**src/rtl/disp_ram_pkg.sv**
```systemverilog
`default_nettype none
// +--------------------------------------------------------------------+
// | disp_ram_pkg: shared types and sizes for the display RAM arbiter    |
// | Revision: 1.0                                                      |
// +--------------------------------------------------------------------+
package disp_ram_pkg;
    localparam int RAM_DEPTH = 65;
    localparam int ADDR_W    = 7;
    localparam int DATA_W    = 8;

    typedef enum logic [1:0] {
        S_IDLE = 2'd0,
        S_VID  = 2'd1,
        S_WR   = 2'd2
    } arb_state_t;

    typedef struct packed {
        logic [ADDR_W-1:0] addr;
        logic [DATA_W-1:0] data;
    } wr_req_t;
endpackage
`default_nettype wire

```
**src/rtl/disp_wr_fifo.sv**
```systemverilog
`default_nettype none
// +--------------------------------------------------------------------+
// | disp_wr_fifo: small synchronous FIFO buffering game-logic writes    |
// | Revision: 1.0                                                      |
// +--------------------------------------------------------------------+
module disp_wr_fifo
    import disp_ram_pkg::*;
#(
    parameter int DEPTH = 4
) (
    input  logic    VGA_CLK_IN,
    input  logic    i_rst,
    input  logic    i_push,
    input  wr_req_t i_wdata,
    input  logic    i_pop,
    output wr_req_t o_rdata,
    output logic    o_full,
    output logic    o_empty
);
    localparam int PTR_W = $clog2(DEPTH);

    wr_req_t          r_mem [DEPTH];
    logic [PTR_W:0]   r_wptr;
    logic [PTR_W:0]   r_rptr;
    logic             w_push;
    logic             w_pop;

    // Extra pointer bit distinguishes full from empty when indices match.
    assign o_empty = (r_wptr == r_rptr);
    assign o_full  = (r_wptr[PTR_W] != r_rptr[PTR_W]) &&
                     (r_wptr[PTR_W-1:0] == r_rptr[PTR_W-1:0]);
    assign w_push  = i_push && !o_full;
    assign w_pop   = i_pop && !o_empty;
    assign o_rdata = r_mem[r_rptr[PTR_W-1:0]];

    always_ff @(posedge VGA_CLK_IN) begin
        if (w_push) begin
            r_mem[r_wptr[PTR_W-1:0]] <= i_wdata;
        end
    end

    always_ff @(posedge VGA_CLK_IN or posedge i_rst) begin
        if (i_rst) begin
            r_wptr <= '0;
            r_rptr <= '0;
        end else begin
            if (w_push) begin
                r_wptr <= r_wptr + 1'b1;
            end
            if (w_pop) begin
                r_rptr <= r_rptr + 1'b1;
            end
        end
    end
endmodule
`default_nettype wire

```
**src/rtl/display_ram_arbiter.sv**
```systemverilog
`default_nettype none
// +--------------------------------------------------------------------+
// | display_ram_arbiter: shares the character RAM between video reads  |
// | and queued logic writes. Macro ARB_STARVE_GUARD_EN adds write guard |
// | Revision: 1.0                                                      |
// +--------------------------------------------------------------------+
module display_ram_arbiter
    import disp_ram_pkg::*;
#(
    parameter int WQ_DEPTH = 4
`ifdef ARB_STARVE_GUARD_EN
    ,
    parameter int STARVE_LIMIT = 16
`endif
) (
    input  logic              VGA_CLK_IN,
    input  logic              i_rst,
    input  logic              vid_req,
    input  logic [ADDR_W-1:0] vid_addr,
    output logic              vid_ready,
    output logic              vid_rvalid,
    output logic [DATA_W-1:0] vid_rdata,
    input  logic              wr_valid,
    input  logic [ADDR_W-1:0] wr_addr,
    input  logic [DATA_W-1:0] wr_data,
    output logic              wr_ready,
    output logic              wr_oob,
    output logic              ram_en,
    output logic              ram_we,
    output logic [ADDR_W-1:0] ram_addr,
    output logic [DATA_W-1:0] ram_wdata,
    input  logic [DATA_W-1:0] ram_rdata
);
    localparam logic [ADDR_W-1:0] c_DEPTH_A = ADDR_W'(RAM_DEPTH);

    arb_state_t        r_state;
    arb_state_t        w_next;
    wr_req_t           w_head;
    wr_req_t           w_push_req;
    logic              w_full;
    logic              w_empty;
    logic              w_push;
    logic              w_pop;
    logic              w_force;
    logic              w_vid_acc;
    logic              w_vid_oob;
    logic              w_wr_take;
    logic              w_wr_oob;
    logic              r_v1;
    logic              r_oob1;
    logic              r_v2;
    logic              r_oob2;
    logic              r_wr_oob;
    logic [ADDR_W-1:0] r_ram_addr;
    logic [DATA_W-1:0] r_ram_wdata;

    assign w_push_req = {wr_addr, wr_data};
    assign wr_ready   = !w_full;
    assign w_wr_take  = wr_valid && !w_full;
    assign w_wr_oob   = w_wr_take && (wr_addr >= c_DEPTH_A);
    assign w_push     = w_wr_take && !w_wr_oob;
    assign w_pop      = (w_next == S_WR);

    assign vid_ready  = !w_force;
    assign w_vid_acc  = vid_req && vid_ready;
    assign w_vid_oob  = (vid_addr >= c_DEPTH_A);

    disp_wr_fifo #(
        .DEPTH (WQ_DEPTH)
    ) u_wr_fifo (
        .VGA_CLK_IN (VGA_CLK_IN),
        .i_rst      (i_rst),
        .i_push     (w_push),
        .i_wdata    (w_push_req),
        .i_pop      (w_pop),
        .o_rdata    (w_head),
        .o_full     (w_full),
        .o_empty    (w_empty)
    );

`ifdef ARB_STARVE_GUARD_EN
    localparam int              CNT_W   = $clog2(STARVE_LIMIT + 1);
    localparam logic [CNT_W-1:0] c_LIMIT = CNT_W'(STARVE_LIMIT);

    logic [CNT_W-1:0] r_starve_cnt;

    assign w_force = !w_empty && (r_starve_cnt >= c_LIMIT);

    always_ff @(posedge VGA_CLK_IN or posedge i_rst) begin
        if (i_rst) begin
            r_starve_cnt <= '0;
        end else if (w_empty || (w_next == S_WR)) begin
            r_starve_cnt <= '0;
        end else if (w_next == S_VID) begin
            r_starve_cnt <= r_starve_cnt + 1'b1;
        end
    end
`else
    assign w_force = 1'b0;
`endif

    always_comb begin
        w_next = S_IDLE;
        if (w_force) begin
            w_next = S_WR;
        end else if (vid_req) begin
            w_next = S_VID;
        end else if (!w_empty) begin
            w_next = S_WR;
        end
    end

    always_ff @(posedge VGA_CLK_IN or posedge i_rst) begin
        if (i_rst) begin
            r_state     <= S_IDLE;
            r_ram_addr  <= '0;
            r_ram_wdata <= '0;
            r_v1        <= 1'b0;
            r_oob1      <= 1'b0;
            r_v2        <= 1'b0;
            r_oob2      <= 1'b0;
            r_wr_oob    <= 1'b0;
        end else begin
            r_state <= w_next;
            if (w_next == S_WR) begin
                r_ram_addr  <= w_head.addr;
                r_ram_wdata <= w_head.data;
            end else if (w_next == S_VID) begin
                r_ram_addr  <= vid_addr;
            end
            r_v1     <= w_vid_acc;
            r_oob1   <= w_vid_acc && w_vid_oob;
            r_v2     <= r_v1;
            r_oob2   <= r_oob1;
            r_wr_oob <= w_wr_oob;
        end
    end

    // Out-of-range video reads keep their slot but leave the RAM port idle.
    assign ram_en     = (r_state == S_WR) || ((r_state == S_VID) && !r_oob1);
    assign ram_we     = (r_state == S_WR);
    assign ram_addr   = r_ram_addr;
    assign ram_wdata  = r_ram_wdata;
    assign wr_oob     = r_wr_oob;
    assign vid_rvalid = r_v2;
    assign vid_rdata  = (r_v2 && !r_oob2) ? ram_rdata : '0;
endmodule
`default_nettype wire

```
**config.mk**
```make
export PLATFORM = sky130hd
export DESIGN_NAME = display_ram_arbiter
export DESIGN_NICKNAME = d
export VERILOG_FILES = /design/src/rtl/disp_ram_pkg.sv /design/src/rtl/disp_wr_fifo.sv /design/src/rtl/display_ram_arbiter.sv
export SDC_FILE = /design/constraint.sdc
export NUM_CORES = 1
export LEC_CHECK = 0
export CAP_MARGIN = 25
export CORE_ASPECT_RATIO = 0.7
export CORE_MARGIN = 5
export CORE_UTILIZATION = 56
export DETAILED_ROUTE_END_ITERATION = 8
export PLACE_DENSITY_LB_ADDON = 0.08
export SLEW_MARGIN = 15
export SYNTH_ARGS = -nofsm -noshare
export SYNTH_HDL_FRONTEND = slang
export SYNTH_HIERARCHICAL = 1
export SYNTH_SLANG_ARGS = --single-unit
```
**constraint.sdc**
```tcl
create_clock -name VGA_CLK_IN -period 6.2 [get_ports VGA_CLK_IN]
set_clock_uncertainty 0.15 [all_clocks]
set_input_delay 0.62 -clock VGA_CLK_IN [delete_from_list [all_inputs] [get_ports VGA_CLK_IN]]
set_output_delay 0.62 -clock VGA_CLK_IN [all_outputs]
set_load 0.1 [all_outputs]
```
==> reports/qor.yml, run 1 <==
status: "complete, no violations"
synth.top_cell.area_share_pct: 49.8
post_cts_buffers: 0
yosysWarnings: 6
p_clk_share_pct: 20.0
crit_type: "reg -> out"
synth_top_family_by_area: "multiplexers"
synth-edff-count: 60
finalInstanceArea_sq_um: 4580
wirelength_um: 6920
synth.most_common_cell: "edfxtp_1"
async_reset_ff_share_pct: 31.0
max_slew_margin_pct: 33.6
seqPwrFrac_pct: 33.7
clk_path_buf_depth: 2
p_leak_nw: 1.66
setup_viol: 0
clkSlewWorstSetupHoldPaths_ps: 80
initial_utilization_pct: 58.0
overflow: 0
synth-adder-area-share_pct: 1.73
rsz0062_at_grt: "false"
rows: 24
setup_ws_ps: 2400
ys_types: 39
diodes: 0
dr_total_vias: 2019
ys_ff_latch: 87
placed_area_sq_um: 4290
combPwrFrac_pct: 46.3
final.min_clock_period_ps: 3800
grt_usage_pct: 18.3
p_int_mw: 1.44
dp_slack_ps: 2440
hold_viol: 0
wl_per_cell_um: 19.3
synth.area.top_cells: "edfxtp_1, dfrtp_1, mux4_2, mux2_2, mux2i_1"
layout.nets: 314
clk-insertion-delay-late_ps: 350
synthMuxAreaShare_pct: 13.8
finalCritPeriodShare_pct: 61.3
core-area_sq_um: 6250
detail-route-antenna-nets: 0
cts_inserted_buffers: 9
dieArea_sq_um: 8200
fin_setup_tns_ps: 0
power_density_nw_per_um2: 543
grt_pass1_wl_um: 11000
yosys-top-cells-count: "edfxtp_1, dfrtp_1, mux4_2"
cts_resized: 0
syn_avg_cell_area_sq_um: 17.6
whs_ps: 238
hpwl_um: 4860
maxCapViolCount: 0
crit_required_ps: 5430
rr_startpoint: "u_wr_fifo/r_rptr[1]"
die_h_um: 77.3
io_pins: 63
hold_start: "r_oob1"
postLayoutCoreUtil_pct: 73.3
yosysTopAreaCell: "edfxtp_1"
cp.arrival_ps: 3030
crit_start: "u_wr_fifo/r_rptr[1]"
endpoint_kind: "output port"
area_delta_synth_final_pct: 26.5
ys_seq_area_share_pct: 68.4
ys.flop_type: "edfxtp_1"
cts_hold_buf: 0
slew_violations: 0
critPathMaxFanout: 21
fmax_mhz: 263
die_x_um: 106
min_path_type: "reg -> reg"
drive_above_1_share_pct: 19.6
vdd_drop_max_mv: 0.318
synth_compound_area_share_pct: 4.87
switching_share_pct: 42.0
numPortBuffers: 61
grt_pass1_vias: 2088
fillers: 399
synth_cells: 206
drt_iter0_drc: 87
firstDrtPassIters: 4
grt_max_degree: 22
syn_area_sq_um: 3620
avgViaCountPerCell: 5.64
cts.sinks: 87
critPathLaunchType: "flop"
gp_congestion: 0.867
drc: 0
tritoncts: "yes"
power.switching_mw: 1.04
synth_nets: 245
yosys.area_share.simple_pct: 5.77
antenna_found_initial: 0
clock_tree.root_cell: "clkbuf_8"
tightest_slew_ps: 993
synth-xor-area-share_pct: 2.80
cts_max_level: 3
[critical path, stage by stage, from the launching register on]
cell             delay [ps]
dfrtp_1                 950
xnor2_1                 280
nand3_2                 160
inv_1                    70
inv_1                    80
clkdlybuf4s50_1        1140
[path summary, 6_finish.rpt]
check | end | slack (ps) | depth (start not counted)
worst max register to register | u_wr_fifo/r_mem[3][3] | 2440 | 8
worst min-delay path | r_oob2 | 240 | 0
worst min register to register | r_oob2 | 240 | 0
worst max-delay path | wr_ready | 2400 | 5
min in group asynchronous | ram_wdata[5] | 340 | 2
max in group asynchronous | ram_addr[3] | 5160 | 3
[flip-flops by register name, summed over array words and instances (netlist names)]
signal and flops:
r_oob1 1, r_oob2 1, r_state 2, ram_addr 7, ram_wdata 8, u_wr_fifo/r_mem 60
u_wr_fifo/r_rptr 3, u_wr_fifo/r_wptr 3, vid_rvalid 1, wr_oob 1
[cell families after synthesis]
| logic type | count (synthesis) |
|---|---|
| other | 1 |
| multiplexers | 30 |
| AND/OR/NAND/NOR | 36 |
| AO/OA/AOI/OAI | 23 |
| buffers and inverters | 15 |
| flip-flops | 87 |
| XOR/XNOR | 9 |
| adder cells (fa/ha/maj) | 5 |
[per-layer routing]
metal	GRT usage [%]	routed length, um	up-vias
met1	24.2	3050	1005
li1	-	-	922
met5	0	0	-
met3	6.96	626	7
met4	6.34	79	0
met2	27.9	3160	85
[power groups by stage]
stage               registers (mW)  clock network, mW  logic [mW]
floorplan                     1.17                  0       0.582
global placement             0.845                  0        1.14
detailed placement           0.850                  0        1.15
CTS                          0.839              0.505        1.15
global route                 0.853              0.539        1.21
finish                       0.837              0.498        1.15
[placed cells by master (no fill, tap or decap), drive strengths merged, types with 2 or more instances in the layout]
cell type and instances:
o31ai 5, nand2b 2, a211oi 2, clkinv 2, bufinv 4, clkbuf 11, clkdlybuf4s50 61, mux2 8
mux4 15, ha 5, and3 3, mux2i 7, o21ai 7, dfrtp 27, inv 8, nor2 2
xnor2 5, nand2 10, nor2b 3, edfxtp 60, nor3 2, a21oi 5, buf 3, and2 8
xor2 4
[cell type report]
| class | instances | area [sq um] | share of cell area [%] |
|---|---|---|---|
| clock buffer | 10 | 128 | 2.79 |
| clock inverter | 6 | 134 | 2.92 |
| inverter | 8 | 30.0 | 0.656 |
| multi-input combinational | 104 | 1050 | 23.0 |
| sequential | 87 | 2480 | 54.1 |
| tap | 78 | 97.6 | 2.13 |
| timing repair buffer | 65 | 662 | 14.5 |
[metrics by stage]
stage	total power, mW	cells
finish	2.49	358
global route	2.60	358
CTS	2.50	357
detailed placement	2.00	341
global placement	1.99	340
floorplan	1.75	206
Note: power is estimated with default switching activity, not from simulation.
==> run 2, diff against run 1 <==
--- a/config.mk
+++ b/config.mk
@@ -8,7 +8,7 @@
 export CAP_MARGIN = 25
 export CORE_ASPECT_RATIO = 0.7
 export CORE_MARGIN = 5
-export CORE_UTILIZATION = 56
+export CORE_UTILIZATION = 52
 export DETAILED_ROUTE_END_ITERATION = 8
 export PLACE_DENSITY_LB_ADDON = 0.08
 export SLEW_MARGIN = 15
==> constraint.sdc (replaced) <==
create_clock -name VGA_CLK_IN -period 3.92 [get_ports VGA_CLK_IN]
set_clock_uncertainty 0.15 [all_clocks]
set_input_delay 0.392 -clock VGA_CLK_IN [delete_from_list [all_inputs] [get_ports VGA_CLK_IN]]
set_output_delay 0.392 -clock VGA_CLK_IN [all_outputs]
set_load 0.1 [all_outputs]
==> run 2 against run 1 <==
Core utilization down 6.4 points. First-iteration DRC count down 22%. Worst setup slack worse by 1500 ps. Sequential power up 54%. Critical path type is now reg -> reg. Worst hold slack worse by 92 ps. Critical endpoint is now u_wr_fifo/r_mem[0][5]. Combinational power up 62%. Flip-flop and latch count unchanged. Clock-buffer cell count up 1. Power up 48%.
==> reports/qor.yml, run 2 (synthesis gave the netlist of run 1 again) <==
core-area_sq_um: 6760  # +8.2%
hpwl_um: 4760  # -2.1%
critPathMaxFanout: 15  # -29%
final.min_clock_period_ps: 3050
wl_per_cell_um: 18.2  # -6.0%
cts.sinks: 87  # unchanged
rsz0062_at_grt: "false"
clock_tree.root_cell: "clkbuf_8"
rows: 25  # +4.2%
die_x_um: 110  # +3.4%
dp.cells: 360  # +5.6%
clk-insertion-delay-late_ps: 340  # about the same
crit_required_ps: 3740  # -1690 ps
layout.nets: 317  # +0.96%
dieArea_sq_um: 8760  # +6.8%
wirelength_um: 6850  # -0.98%
cts_resized: 0  # unchanged
max_slew_margin_pct: 33.2  # -0.39 points
fin_cells: 377  # +5.3%
dr_total_vias: 1953  # -3.3%
largest_register_ff_count: 60  # unchanged
critPathLaunchType: "flop"
tightest_slew_ps: 999  # +5.82 ps
avgViaCountPerCell: 5.18  # -8.1%
clk_path_buf_depth: 2  # unchanged
overflow: 0  # unchanged
initial_utilization_pct: 53.6  # -4.4 points
numPortBuffers: 61  # unchanged
vdd_drop_max_mv: 0.493  # +55%
grt_max_degree: 22  # unchanged
grt_usage_pct: 17.6  # -0.70 points
cts_max_level: 3  # unchanged
status: "complete, no violations"
endpoint_kind: "flop"
cts_inserted_buffers: 9  # unchanged
detail-route-antenna-nets: 0  # unchanged
fillers: 496  # +24%
finalCritPeriodShare_pct: 77.7
fin_total_pwr_mw: 3.67  # +48%
crit_type: "reg -> reg"
cp.arrival_ps: 2870  # -160 ps
maxCapViolCount: 0  # unchanged
io_pins: 63  # unchanged
p_leak_nw: 1.62  # -2.5%
gp_congestion: 0.825  # -4.8%
hold_viol: 0  # unchanged
tritoncts: "yes"
post_cts_buffers: 0  # unchanged
power_density_nw_per_um2: 811  # +49%
fmax_mhz: 328
fin_setup_tns_ps: 0  # unchanged
grt_pass1_vias: 2062  # -1.2%
cts_hold_buf: 0  # unchanged
min_path_type: "in -> async"
whs_ps: 146  # -92.1 ps
final_cell_mix: "clkdlybuf4s50_1, edfxtp_1, dfrtp_1"
drt_iter0_drc: 68  # -22%
clkSlewWorstSetupHoldPaths_ps: 70  # about the same
drive_above_1_share_pct: 20.1  # +0.50 points
grt_pass1_wl_um: 11200  # +1.9%
antenna_found_initial: 0  # unchanged
diodes: 0  # unchanged
firstDrtPassIters: 4  # unchanged
slew_violations: 0  # unchanged
die_h_um: 79.8  # +3.3%
area_delta_synth_final_pct: 25.0
setup_viol: 0  # unchanged
drc: 0  # unchanged
-- run 2: through the flow --
stage | setup WS (ps) | utilization, % | area, sq um
finish | 875 | 66.9 | 4520
detailed placement | 784 | 64.1 | 4330
global route | 638 | 66.9 | 4520
CTS | 856 | 66.5 | 4500
global placement | 873 | 64.1 | 4330
floorplan | 1000 | - | 3620
-- run 2: layout make-up --
class	count	area [sq um]	share of cell area, %
Inverter	8	30.0	0.664
Clock inverter	5	35.0	0.775
Multi-Input combinational cell	104	1050	23.2
Tap cell	94	118	2.60
Sequential cell	87	2480	54.8
Clock buffer	11	131	2.90
Timing Repair Buffer	68	681	15.0
-- run 2: where the power goes --
group	switching, mW	total, mW	internal [mW]
Combinational	1.25	1.86	0.612
Sequential	0.104	1.29	1.18
Clock	0.293	0.522	0.229
-- run 2: worst paths after layout --
path,startpoint,endpoint,slack [ps],cells after the start
min,i_rst,u_wr_fifo/r_rptr[2],150,2
max in group asynchronous,i_rst,ram_wdata[2],2990,3
min reg2reg,r_oob1,r_oob2,230,0
max,u_wr_fifo/r_wptr[2],u_wr_fifo/r_mem[0][5],870,6
min in group VGA_CLK_IN,r_oob1,r_oob2,230,0
max reg2reg,u_wr_fifo/r_wptr[2],u_wr_fifo/r_mem[0][5],870,6
-- run 2: critical path: stages (launching register included) --
cell and delay [ps]:
dfrtp_1 450, xor2_2 250, nand3_2 130, inv_1 70, or4b_1 510, o2bb2ai_1 400, and3_1 720
-- run 2: layer usage --
layer	routed length (um)	share of wire (%)	global-route usage, %
met5	0	0	0
met4	38	0.55	5.23
met3	607	8.9	5.58
met2	3070	45	27.2
met1	3130	46	23.9
==> run 3, diff against run 2 <==
--- a/config.mk
+++ b/config.mk
@@ -8,7 +8,7 @@
 export CAP_MARGIN = 25
 export CORE_ASPECT_RATIO = 0.7
 export CORE_MARGIN = 5
-export CORE_UTILIZATION = 52
+export CORE_UTILIZATION = 47
 export DETAILED_ROUTE_END_ITERATION = 8
 export PLACE_DENSITY_LB_ADDON = 0.08
 export SLEW_MARGIN = 15
==> constraint.sdc (replaced) <==
create_clock -name VGA_CLK_IN -period 2.6 [get_ports VGA_CLK_IN]
set_clock_uncertainty 0.15 [all_clocks]
set_input_delay 0.26 -clock VGA_CLK_IN [delete_from_list [all_inputs] [get_ports VGA_CLK_IN]]
set_output_delay 0.26 -clock VGA_CLK_IN [all_outputs]
set_load 0.1 [all_outputs]
==> run 3 against run 2 <==
First-iteration DRC count up 25%. Sequential share of layout area down 2.0 points. Power up 61%. Global-route usage down 2.1 points. Sequential power up 49%. Flip-flop and latch count unchanged. Register-to-register slack worse by 770 ps. Worst setup slack worse by 770 ps.
==> reports/qor.yml, run 3 (synthesis gave the netlist of run 1 again) <==
crit_required_ps: 2500  # -1240 ps
dieArea_sq_um: 9580  # +9.5%
finalCritPeriodShare_pct: 95.9  # +18 points
initial_utilization_pct: 49.0  # -4.6 points
fin_setup_tns_ps: 0  # unchanged
drt_iter0_drc: 85  # +25%
grt_usage_pct: 15.5  # -2.1 points
status: "complete, no violations"
critPathTopFamily: "simple AND/OR/NAND/NOR gates"
drc: 0  # unchanged
final.min_clock_period_ps: 2490  # -553 ps
hold_viol: 0  # unchanged
slowest_stage: "or4b_4"
cts_resized: 0  # unchanged
die_h_um: 83.4  # +4.5%
maxCapViolCount: 0  # unchanged
clock_tree.root_cell: "clkbuf_8"
grt_pass1_wl_um: 11200  # about the same
max_slew_margin_pct: 65.1  # +32 points
avgViaCountPerCell: 5.23  # +0.91%
detail-route-antenna-nets: 0  # unchanged
fin_cells: 396  # +5.0%
tightest_slew_ps: 519  # -480 ps
cts_max_level: 3  # unchanged
fmax_mhz: 401  # +22%
die_x_um: 115  # +4.7%
rows: 26  # +4.0%
grt_pass1_vias: 2114  # +2.5%
seqPwrFrac_pct: 32.5  # -2.6 points
gp_congestion: 0.789  # -4.3%
cts_hold_buf: 0  # unchanged
numPortBuffers: 61  # unchanged
p_int_mw: 3.34  # +65%
power_density_nw_per_um2: 1260  # +55%
critPathMaxFanout: 16  # +1
cp.arrival_ps: 2390  # -480 ps
io_pins: 63  # unchanged
switching_share_pct: 43.4  # -1.4 points
critPathLaunchType: "flop"
fillers: 557  # +12%
final_common_cell: "edfxtp_1"
crit_type: "reg -> reg"
area_delta_synth_final_pct: 29.7
clk-insertion-delay-late_ps: 350  # about the same
min_path_type: "in -> async"
overflow: 0  # unchanged
crit_chain: "xor2_2 -> nand3_2 -> inv_1 -> or4b_4 -> o2bb2ai_4 -> nand2_1 -> a31oi_4 -> buf_12"
power.switching_mw: 2.56  # +56%
path_buf_inv: 2  # +1
vdd_drop_max_mv: 0.792  # +61%
p_clk_share_pct: 15.5  # +1.3 points
combPwrFrac_pct: 52.0  # +1.3 points
slew_violations: 0  # unchanged
dp.cells: 380  # +5.6%
rsz0062_at_grt: "false"
hpwl_um: 5110  # +7.3%
wirelength_um: 6930  # +1.2%
core-area_sq_um: 7380  # +9.3%
clk_path_buf_depth: 2  # unchanged
diodes: 0  # unchanged
setup_viol: 0  # unchanged
final_cell_mix: "edfxtp_1, buf_4, clkdlybuf4s50_1"
clkSlewWorstSetupHoldPaths_ps: 80  # about the same
cts.sinks: 87  # unchanged
dr_total_vias: 2070  # +6.0%
wl_per_cell_um: 17.5  # -3.6%
ff_latch_area_sq_um: 2480  # unchanged
endpoint_kind: "flop"
grt_max_degree: 21  # -4.5%
critical-path-max-stage-delay_ps: 550  # -170 ps
post_cts_buffers: 0  # unchanged
antenna_found_initial: 0  # unchanged
layout.nets: 332  # +4.7%
firstDrtPassIters: 4  # unchanged
p_leak_nw: 1.77  # +9.0%
multi_input_comb_area_sq_um: 1100  # +4.3%
largest_register_ff_count: 60  # unchanged
cts_inserted_buffers: 9  # unchanged
drive_above_1_share_pct: 35.9  # +16 points
tritoncts: "yes"
## run 3: cell count changes in the layout (fill, tap and decap cells not counted), moves of 3 or more
| cell | change |
|---|---|
| clkdlybuf4s50_1 | -27 |
| and3_2 | +3 |
| and3_1 | -3 |
| buf_12 | +5 |
| buf_4 | +38 |
## run 3: cell type report
class	instances	share of cell area [%]
inverter	8	0.640
timing repair buffer	83	16.4
tap	98	2.61
multi-input combinational	104	23.4
clock buffer	11	3.01
clock inverter	5	1.23
sequential	87	52.8
## run 3: path summary, 6_finish.rpt
path	startpoint	to	slack, ps	cells past startpoint
worst max-delay path	u_wr_fifo/r_wptr[2]	u_wr_fifo/r_mem[3][2]	110	8
worst min register to register	r_oob1	r_oob2	240	0
max in group asynchronous	i_rst	r_state[1]	1720	3
worst min-delay path	i_rst	u_wr_fifo/r_wptr[1]	6	2
min in group VGA_CLK_IN	r_oob1	r_oob2	240	0
worst max register to register	u_wr_fifo/r_wptr[2]	u_wr_fifo/r_mem[3][2]	110	8
## run 3: metal layers
metal	vias to the layer above	track usage, %	routed length (um)
met5	-	0	0
met4	0	4.80	86
met3	12	5.16	537
met2	69	21.9	2980
met1	1031	22.5	3320
li1	958	-	-
## run 3: worst register-to-register path, stage by stage (launching register included)
cell	delay (ps)
dfrtp_1	460
xor2_2	210
nand3_2	100
inv_1	70
or4b_4	550
o2bb2ai_4	190
nand2_1	110
a31oi_4	170
buf_12	180
## run 3: stage by stage
step                      setup WS, ps  instance area, sq um  util [%]  power [mW]  hold WS [ps]
after floorplan                   1.40                  3660         -        4.22         -99.0
after global placement             169                  4490      60.9        5.02           237
after detailed placement           117                  4490      60.9        5.05           232
after CTS                         93.5                  4690      63.6        5.97          1.48
after global routing              13.6                  4690      63.6        6.21          5.16
final                              108                  4690      63.6        5.91          6.25
## run 3: power by group through the flow
stage	Sequential (mW)	Clock [mW]	Combinational, mW
after floorplan	2.79	0	1.43
after global placement	1.94	0	3.08
after detailed placement	1.95	0	3.10
after CTS	1.92	0.942	3.11
after global routing	1.95	1.00	3.26
final	1.92	0.916	3.07
